File: src/rtl/pc_ctrl_pkg.sv
// Shared definitions for the instruction-fetch PC controller.
//   fetch_state_t : controller states (BOOT / RUN / HOLD)
//   redir_src_t   : origin of a redirect (NONE / ID / EX)
//   DEFAULT_RESET_PC : default fetch address after reset
//   align4()      : clears the two low address bits of a target
package pc_ctrl_pkg;

    typedef enum logic [1:0] {
        BOOT = 2'd0,
        RUN  = 2'd1,
        HOLD = 2'd2
    } fetch_state_t;

    typedef enum logic [1:0] {
        NONE = 2'd0,
        ID   = 2'd1,
        EX   = 2'd2
    } redir_src_t;

    localparam logic [31:0] DEFAULT_RESET_PC = 32'h0000_0000;

    // Masking (instead of slicing) keeps every target bit in use.
    function automatic logic [31:0] align4(input logic [31:0] addr);
        return addr & ~32'h0000_0003;
    endfunction

endpackage

File: src/rtl/pc_target_sel.sv
// Combinational redirect priority select.
// Priority: ex_br > ex_jalr > id_jal. The EX-stage instruction is older,
// so its redirect always wins over a jal resolved in ID.
// Ports:
//   i_id_en          : when 0 the ID-stage jal is not considered
//   i_ex_br/_target  : taken branch from EX
//   i_ex_jalr/_target: jalr from EX
//   i_id_jal/_target : jal from ID
//   o_valid          : some redirect is present
//   o_source         : source of the winning redirect
//   o_target         : winning target, word-aligned
module pc_target_sel
    import pc_ctrl_pkg::*;
(
    input  logic        i_id_en,
    input  logic        i_ex_br,
    input  logic [31:0] i_ex_br_target,
    input  logic        i_ex_jalr,
    input  logic [31:0] i_ex_jalr_target,
    input  logic        i_id_jal,
    input  logic [31:0] i_id_jal_target,
    output logic        o_valid,
    output redir_src_t  o_source,
    output logic [31:0] o_target
);

    always_comb begin
        o_valid  = 1'b0;
        o_source = NONE;
        o_target = 32'h0000_0000;
        if (i_ex_br) begin
            o_valid  = 1'b1;
            o_source = EX;
            o_target = align4(i_ex_br_target);
        end else if (i_ex_jalr) begin
            o_valid  = 1'b1;
            o_source = EX;
            o_target = align4(i_ex_jalr_target);
        end else if (i_id_jal && i_id_en) begin
            o_valid  = 1'b1;
            o_source = ID;
            o_target = align4(i_id_jal_target);
        end
    end

endmodule

File: src/rtl/pc_fetch_ctrl.sv
// Fetch-stage PC controller.
// Holds the fetch PC, selects between sequential and redirect targets,
// parks a redirect that arrives while fetch is stalled (HOLD), and issues
// one-cycle flush pulses for the IF/ID and ID/EX pipeline registers.
// Ports:
//   clk, rst          : clock; asynchronous active-high reset
//   stall_if          : freeze fetch request from the hazard unit
//   id_jal(_target)   : jal resolved in ID
//   ex_jalr(_target)  : jalr resolved in EX
//   ex_br(_target)    : taken branch resolved in EX
//   pc_if, pc_plus4   : current fetch address and its +4
//   fetch_valid       : pc_if is a real fetch (0 in the post-reset bubble)
//   flush_ifid/idex   : flush pulses, asserted in the cycle a redirect is taken
//   redirect_cnt      : saturating count of accepted redirects
module pc_fetch_ctrl
    import pc_ctrl_pkg::*;
#(
    parameter logic [31:0] RESET_PC = DEFAULT_RESET_PC
) (
    input  logic        clk,
    input  logic        rst,
    input  logic        stall_if,
    input  logic        id_jal,
    input  logic [31:0] id_jal_target,
    input  logic        ex_jalr,
    input  logic [31:0] ex_jalr_target,
    input  logic        ex_br,
    input  logic [31:0] ex_br_target,
    output logic [31:0] pc_if,
    output logic [31:0] pc_plus4,
    output logic        fetch_valid,
    output logic        flush_ifid,
    output logic        flush_idex,
    output logic [31:0] redirect_cnt
);

    fetch_state_t r_state, w_state_next;
    logic [31:0]  r_pc, w_pc_next;
    logic [31:0]  r_pend_target, w_pend_target_next;
    redir_src_t   r_pend_src, w_pend_src_next;
    logic [31:0]  r_redirect_cnt;

    logic         w_sel_valid;
    redir_src_t   w_sel_source;
    logic [31:0]  w_sel_target;
    logic         w_accept;
    redir_src_t   w_accept_src;

    // A pending ID redirect can only be displaced by an older (EX) one,
    // so the jal input is masked out while holding.
    pc_target_sel u_target_sel (
        .i_id_en          (r_state != HOLD),
        .i_ex_br          (ex_br),
        .i_ex_br_target   (ex_br_target),
        .i_ex_jalr        (ex_jalr),
        .i_ex_jalr_target (ex_jalr_target),
        .i_id_jal         (id_jal),
        .i_id_jal_target  (id_jal_target),
        .o_valid          (w_sel_valid),
        .o_source         (w_sel_source),
        .o_target         (w_sel_target)
    );

    always_ff @(posedge clk or posedge rst) begin
        if (rst) begin
            r_state       <= BOOT;
            r_pc          <= RESET_PC;
            r_pend_target <= 32'h0000_0000;
            r_pend_src    <= NONE;
        end else begin
            r_state       <= w_state_next;
            r_pc          <= w_pc_next;
            r_pend_target <= w_pend_target_next;
            r_pend_src    <= w_pend_src_next;
        end
    end

    always_ff @(posedge clk or posedge rst) begin
        if (rst) begin
            r_redirect_cnt <= 32'h0000_0000;
        end else if (w_accept && (r_redirect_cnt != 32'hFFFF_FFFF)) begin
            r_redirect_cnt <= r_redirect_cnt + 32'd1;
        end
    end

    always_comb begin
        w_state_next       = r_state;
        w_pc_next          = r_pc;
        w_pend_target_next = r_pend_target;
        w_pend_src_next    = r_pend_src;
        w_accept           = 1'b0;
        w_accept_src       = NONE;
        unique case (r_state)
            BOOT: begin
                // One bubble cycle; PC stays at the reset address.
                w_state_next = RUN;
            end
            RUN: begin
                if (!stall_if) begin
                    if (w_sel_valid) begin
                        w_pc_next    = w_sel_target;
                        w_accept     = 1'b1;
                        w_accept_src = w_sel_source;
                    end else begin
                        w_pc_next = r_pc + 32'd4;
                    end
                end else if (w_sel_valid) begin
                    w_pend_target_next = w_sel_target;
                    w_pend_src_next    = w_sel_source;
                    w_state_next       = HOLD;
                end
            end
            HOLD: begin
                if (!stall_if) begin
                    // Live redirects are ignored on the release cycle.
                    w_pc_next          = r_pend_target;
                    w_accept           = 1'b1;
                    w_accept_src       = r_pend_src;
                    w_pend_target_next = 32'h0000_0000;
                    w_pend_src_next    = NONE;
                    w_state_next       = RUN;
                end else if (w_sel_valid) begin
                    w_pend_target_next = w_sel_target;
                    w_pend_src_next    = w_sel_source;
                end
            end
            default: begin
                w_state_next = BOOT;
                w_pc_next    = RESET_PC;
            end
        endcase
    end

    assign pc_if        = r_pc;
    assign pc_plus4     = r_pc + 32'd4;
    assign fetch_valid  = (r_state == RUN) || (r_state == HOLD);
    assign flush_ifid   = w_accept;
    assign flush_idex   = w_accept && (w_accept_src == EX);
    assign redirect_cnt = r_redirect_cnt;

endmodule
File: config.mk
export PLATFORM = sky130hd
export DESIGN_NAME = pc_fetch_ctrl
export DESIGN_NICKNAME = d
export VERILOG_FILES = /design/src/rtl/pc_ctrl_pkg.sv /design/src/rtl/pc_target_sel.sv /design/src/rtl/pc_fetch_ctrl.sv
export SDC_FILE = /design/constraint.sdc
export NUM_CORES = 1
export LEC_CHECK = 0
export BUFFER_PORTS_ARGS = -buffer_cell sky130_fd_sc_hd__buf_2
export CORE_MARGIN = 3
export CORE_UTILIZATION = 40
export CTS_BUF_LIST = sky130_fd_sc_hd__clkbuf_8
export CTS_CLUSTER_SIZE = 8
export DETAILED_ROUTE_END_ITERATION = 8
export GPL_TIMING_DRIVEN = 0
export PLACE_DENSITY = 0.73
export SETUP_SLACK_MARGIN = 0.02
export SKIP_CTS_REPAIR_TIMING = 1
export SLEW_MARGIN = 25
export SYNTH_ARGS = -nofsm -noshare
export SYNTH_HDL_FRONTEND = slang
export SYNTH_HIERARCHICAL = 1
export SYNTH_SLANG_ARGS = --single-unit
File: constraint.sdc
create_clock -name clk -period 2.6 [get_ports clk]
set_input_delay 0.13 -clock clk [delete_from_list [all_inputs] [get_ports clk]]
set_output_delay 0.13 -clock clk [all_outputs]
set_load 0.02 [all_outputs]
== Word level (Yosys, flattened, before mapping) ==
Cells that the tools add are included.
Word-level totals
  output and inout bits: 99
  word-level logic and storage cells: 59
  bits in registers: 100
Cells by class
  add/sub/neg operators: 2
  reduce and logical (&&, ||, !) cells: 9
  eq/ne operators: 9
  bitwise logic cells: 1
  mux-type cells: 33
Operator list (number)
  32-bit 2-to-1 mux: 9
  32-bit one-hot mux with 3 select lines: 1
  32-bit one-hot mux with 2 select lines: 1
  32-bit by 1-bit adder with 32-bit output, second input constant: 1
  32-bit by 3-bit adder with 32-bit output, second input constant: 1
  32-bit != test, second input constant: 1
  2-bit 2-to-1 mux: 11
  2-bit != test, second input constant: 4
  2-bit one-hot mux with 2 select lines: 2
  1-bit 2-to-1 mux: 7
  2-bit one-hot mux with 3 select lines: 1
  3-bit AND reduction: 2
  2-bit equality test, second input constant: 2
  1-bit logical AND: 3
  2-bit by 1-bit equality test with 1-bit output, second input constant: 1
  2-bit logical NOT: 1
  2-bit by 1-bit != test with 1-bit output, second input constant: 1
  1-bit one-hot mux with 2 select lines: 1
  2-bit AND reduction: 1
  2-bit nonzero test: 1
  1-bit logical OR: 1
  1-bit inverter: 1

== Logic depth before layout (Yosys ltp) ==
  depth in word-level cells: 10
  depth in mapped cells: 11

== Hierarchy ==
The synthesis kept the hierarchy.
By module, submodules not included
  pc_fetch_ctrl: instances 1, area each 5507.8 µm², sequential area each 2502.4 µm², cells each 564
  pc_target_sel: instances 1, area each 604.3 µm², sequential area each 0.0 µm², cells each 76

== Worst setup path after synthesis ==
Ideal clock, no wire load.
  path kind: register to output
  from: register r_state[0]
  to: output flush_idex
  arrival time: 2.360 ns
  stages on the path, launching flop included: 11
  buffers on the path: 2
  data required time: 2.470 ns
  slack: 0.110 ns
  cells stage by stage: dfrtp_1 -> inv_1 -> ha_1 -> inv_1 -> a21o_1 -> clkbuf_1 -> inv_2 -> nor2_1 -> clkbuf_1 -> a22oi_1 -> nor3_1
On the way
  longest elaborated chain between the ends: 10
  elaborated cells on any way between the ends: 18
  those cells by class: eq/ne (4); mux (12); reduce/logical (2)
RTL lines
  start: declaration: line pc_fetch_ctrl.sv:37  | fetch_state_t r_state, w_state_next;
  start signal: assignment: line pc_fetch_ctrl.sv:71  | r_state <= w_state_next;
  2-bit != test (*): line pc_fetch_ctrl.sv:52  | .i_id_en (r_state != HOLD),
  1-bit logical AND (*): line pc_target_sel.sv:39  | end else if (i_id_jal && i_id_en) begin
  1-bit 2-to-1 mux (*): line pc_target_sel.sv:39
  1-bit 2-to-1 mux (*): line pc_target_sel.sv:35  | end else if (i_ex_jalr) begin
  1-bit 2-to-1 mux (*): line pc_target_sel.sv:31  | if (i_ex_br) begin
  named net w_sel_valid: line pc_fetch_ctrl.sv:43  | logic w_sel_valid;
  2-bit 2-to-1 mux: line pc_fetch_ctrl.sv:100  | if (w_sel_valid) begin
  2-bit 2-to-1 mux: line pc_fetch_ctrl.sv:99  | if (!stall_if) begin
  2-bit one-hot mux with 2 select lines: line pc_fetch_ctrl.sv:93  | unique case (r_state)
  2-bit equality test: line pc_fetch_ctrl.sv:138  | assign flush_idex = w_accept && (w_accept_src == EX);
  1-bit logical AND (*): line pc_fetch_ctrl.sv:138
  end: declaration: line pc_fetch_ctrl.sv:33  | output logic flush_idex,
The timed path passes the listed nets; every way through them passes the cells marked *.

== Worst setup path in the final report ==
Same ends and word-level chain as after synthesis.

==> key figures <==
Finish
  – Antenna fix cells: 0
  – Fin nets: 972
  – Fin util: 0.529
  – Post-route cell area: 0.00781 mm2
  – Area growth, synth to finish: 27.8%
  – # fillers: 1,374
  – Fraction of layout instances using a drive strength above 1: 0.327

Timing
  – Clk_skew: around 27 ps
  – Fmax: 386 MHz
  – Max Transition Viols Final: 0
  – Worst slew margin: 0.575
  – Unrepaired setup endpoints after global routing: true
  – Tmin final: roughly 2600 ps
  – # setup viols final: 0
  – Pin slew with the least headroom to its limit: 632 ps
  – Setup TNS: 0 ps
  – Fin crit share: 0.997
  – Fin. Hold Viols: 0

Power
  – Comb pwr share: 0.538
  – Leakage power: 0.00386 uW
  – Pwr/cell area: around 990 mW/mm2
  – Internal Pwr Total: 3980 uW
  – Sequential fraction of design power: 0.344
  – Sw Pwr: between 3000 and 4000 uW
  – Clock network power share: 0.118
  – Peak VDD IR: 479 uV
  – Sw frac: 0.486
  – Power Total: approximately 7700 uW

Synth
  – Top FF cell, synth: dfrtp_1
  – Syn avg cell area: 9.55 um2
  – Sequential share of the synthesized area: 0.409
  – FF+latch count, synth: 100
  – Mapped Area: 0.00611 mm2
  – Post-synth EDFFs: 0
  – Yosys cell types: 60
  – Synth top area cells: dfrtp_1, xnor2_1, a221o_1, a22o_1, and2_1
  – Post-synth ARST share: 1.00
  – Yosys top cell by area: dfrtp_1
  – Post-synthesis cell count: 640
  – Post-synth top area share: 0.409
  – Ys Warns: 6

Clock network
  – Clock Tree Buf Depth: 2
  – Worst-Skew Late Latency: approximately 400 ps
  – Root Buffer: clkbuf_8
  – CTS buffer count: 9
  – CTS tree: built
  – Clock Sinks: 100
  – Htree depth: 3
  – Clk pin slew, worst setup/hold paths: 100 ps

Worst setup path
  – Family with the most delay on the worst path: compound AO/OA/AOI/OAI gates
  – CP Max Fanout: 8
  – Crit end category: primary output
  – CP required: approximately 2500 ps
  – Worst path max stage delay: roughly 430 ps
  – Worst setup SP type: flip-flop
  – R2R Path Start: r_state[0]
  – WP data arrival: 2460 ps
  – CP max stage cell: dfrtp_1
  – Critical path buffers and inverters: 4
  – Crit path top cell by count: inv_1
  – Worst setup startpoint: r_state[0]
  – Worst Path Class, Setup: reg2out
  – CP cell instances: inv_1 > ha_2 > inv_1 > a21o_4 > inv_2 > nor2_4 > a221o_1 > nor3_1 > buf_4

GRT
  – First-pass GRT wire length: 30.7 mm
  – Global Route Usage Sum: 0.234
  – Vias in the first global route: 5,696
  – Antenna violations before repair: 0
  – Gr ovfl total: 0
  – Largest net degree at the start of global routing: 25

Die
  – DIE WIDTH: 130 um
  – Die height: about 130 um
  – Starting Density: 0.414
  – Core footprint: 0.0148 mm2
  – Number of top-level pins: around 200
  – Row count: 44
  – Die area: 0.0168 mm2

Detailed routing
  – Final wirelength: ~20 mm
  – DR iter-0 viols: 462
  – 1st-pass router iterations: 6
  – Post-DR wirelength/cell: 18.8 um
  – Post-route ant nets: 0
  – Via density: 5.79
  – Routed vias: 6,077
  – DRC: 0

Min path
  – Hold wc startpoint: id_jal_target[11]
  – Worst min path class: in2reg

Outcome
  – Outcome: complete, no violations

Place
  – RD Place Congestion: between 0.8 and 0.9
  – Post-DP HPWL: roughly 15 mm
  – Port bufs: 194
  – DP Area: between 0.007 and 0.008 mm2

Run
  – Max_cap viols: 0
[cell type report]
class,instances,area [um2],area share
Timing Repair Buffer,213,1200,0.154
Inverter,27,105,0.0135
Clock buffer,11,151,0.0194
Clock inverter,3,16.3,0.00208
Sequential cell,100,2510,0.321
Multi-Input combinational cell,471,3390,0.433
Buffer,41,213,0.0272
Tap cell,184,230,0.0295
[worst reg2reg max path, cell delays in order (launching register included)]
cell	delay, ps
dfrtp_1	430
inv_1	110
ha_2	250
inv_1	100
and4bb_4	230
buf_6	140
a221o_1	390
a32oi_1	410
o31a_1	210
o22ai_1	70
[per-layer routing]
layer  vias to the layer above  GRT usage  wire length (um)
met5                         -          0                 0
met4                         0     0.0996               648
met3                        40     0.0354              1340
met2                       279      0.386              9470
met1                      2900      0.305              8340
li1                       2858          -                 -
[sequential cells by signal (all words and copies together), names as in the netlist]
| register | count |
|---|---|
| r_pend_target | 32 |
| r_pend_src | 2 |
| r_state | 2 |
| redirect_cnt | 32 |
| pc_if | 32 |
[per-stage QoR]
step	setup WS, ps	cells	hold WS [ps]
CTS	-848	1037	-232
global placement	-389	1019	462
floorplan	110	641	401
detailed placement	-369	1023	194
finish	7.12	1050	138
global route	-150	1050	132
[cells in the final DEF, fill, tap and decap left out, drive strengths merged, types with 27 or more instances in the layout]
cell type  instances
clkbuf            37
o21ai             34
nand4             27
xnor2             39
buf              227
a22o              33
dfrtp            100
nand2             43
and2              32
inv               28
a221o             32
nor2              29
[final timing paths]
| check | cells after the start | end | slack, ps |
|---|---|---|---|
| min reg2reg | 2 | r_pend_target[20] | 490 |
| max in group asynchronous | 5 | pc_if[27] | 1610 |
| max reg2reg | 9 | pc_if[20] | 140 |
| max | 9 | flush_idex | 7 |
| min in group asynchronous | 3 | r_state[0] | 320 |
| min | 3 | r_pend_target[11] | 140 |
[cells by family after synthesis]
family                   synth area share
adder cells (fa/ha/maj)            0.0143
flip-flops                          0.409
multiplexers                       0.0106
AND/OR/NAND/NOR                     0.191
other                            0.000614
XOR/XNOR                           0.0774
buffers and inverters              0.0504
AO/OA/AOI/OAI                       0.246
[cells in the mapped netlist, types with 4 or more instances]
master,number
a21oi_1,23
a221o_1,32
a22o_1,33
a22oi_1,19
and2_1,32
and3_1,12
and4_1,5
buf_1,4
buf_2,6
buf_4,4
clkbuf_1,26
dfrtp_1,100
ha_1,7
inv_1,26
mux2_2,4
nand2_1,43
nand3_1,23
nand4_1,25
nor2_1,29
nor3_1,5
o211ai_1,4
o21ai_0,30
o21ai_1,4
o22ai_1,13
o31a_1,15
o31ai_1,4
or4_1,4
xnor2_1,39
xor2_1,15
[power groups by stage]
stage,clock network [uW],logic (uW),registers (uW)
2_1_floorplan,0,2420,2830
3_3_place_gp,0,3950,2650
3_5_place_dp,0,4030,2660
4_1_cts,934,4050,2640
5_1_grt,994,4490,2730
6_report,913,4160,2660
Power figures use the tool's default switching activity.
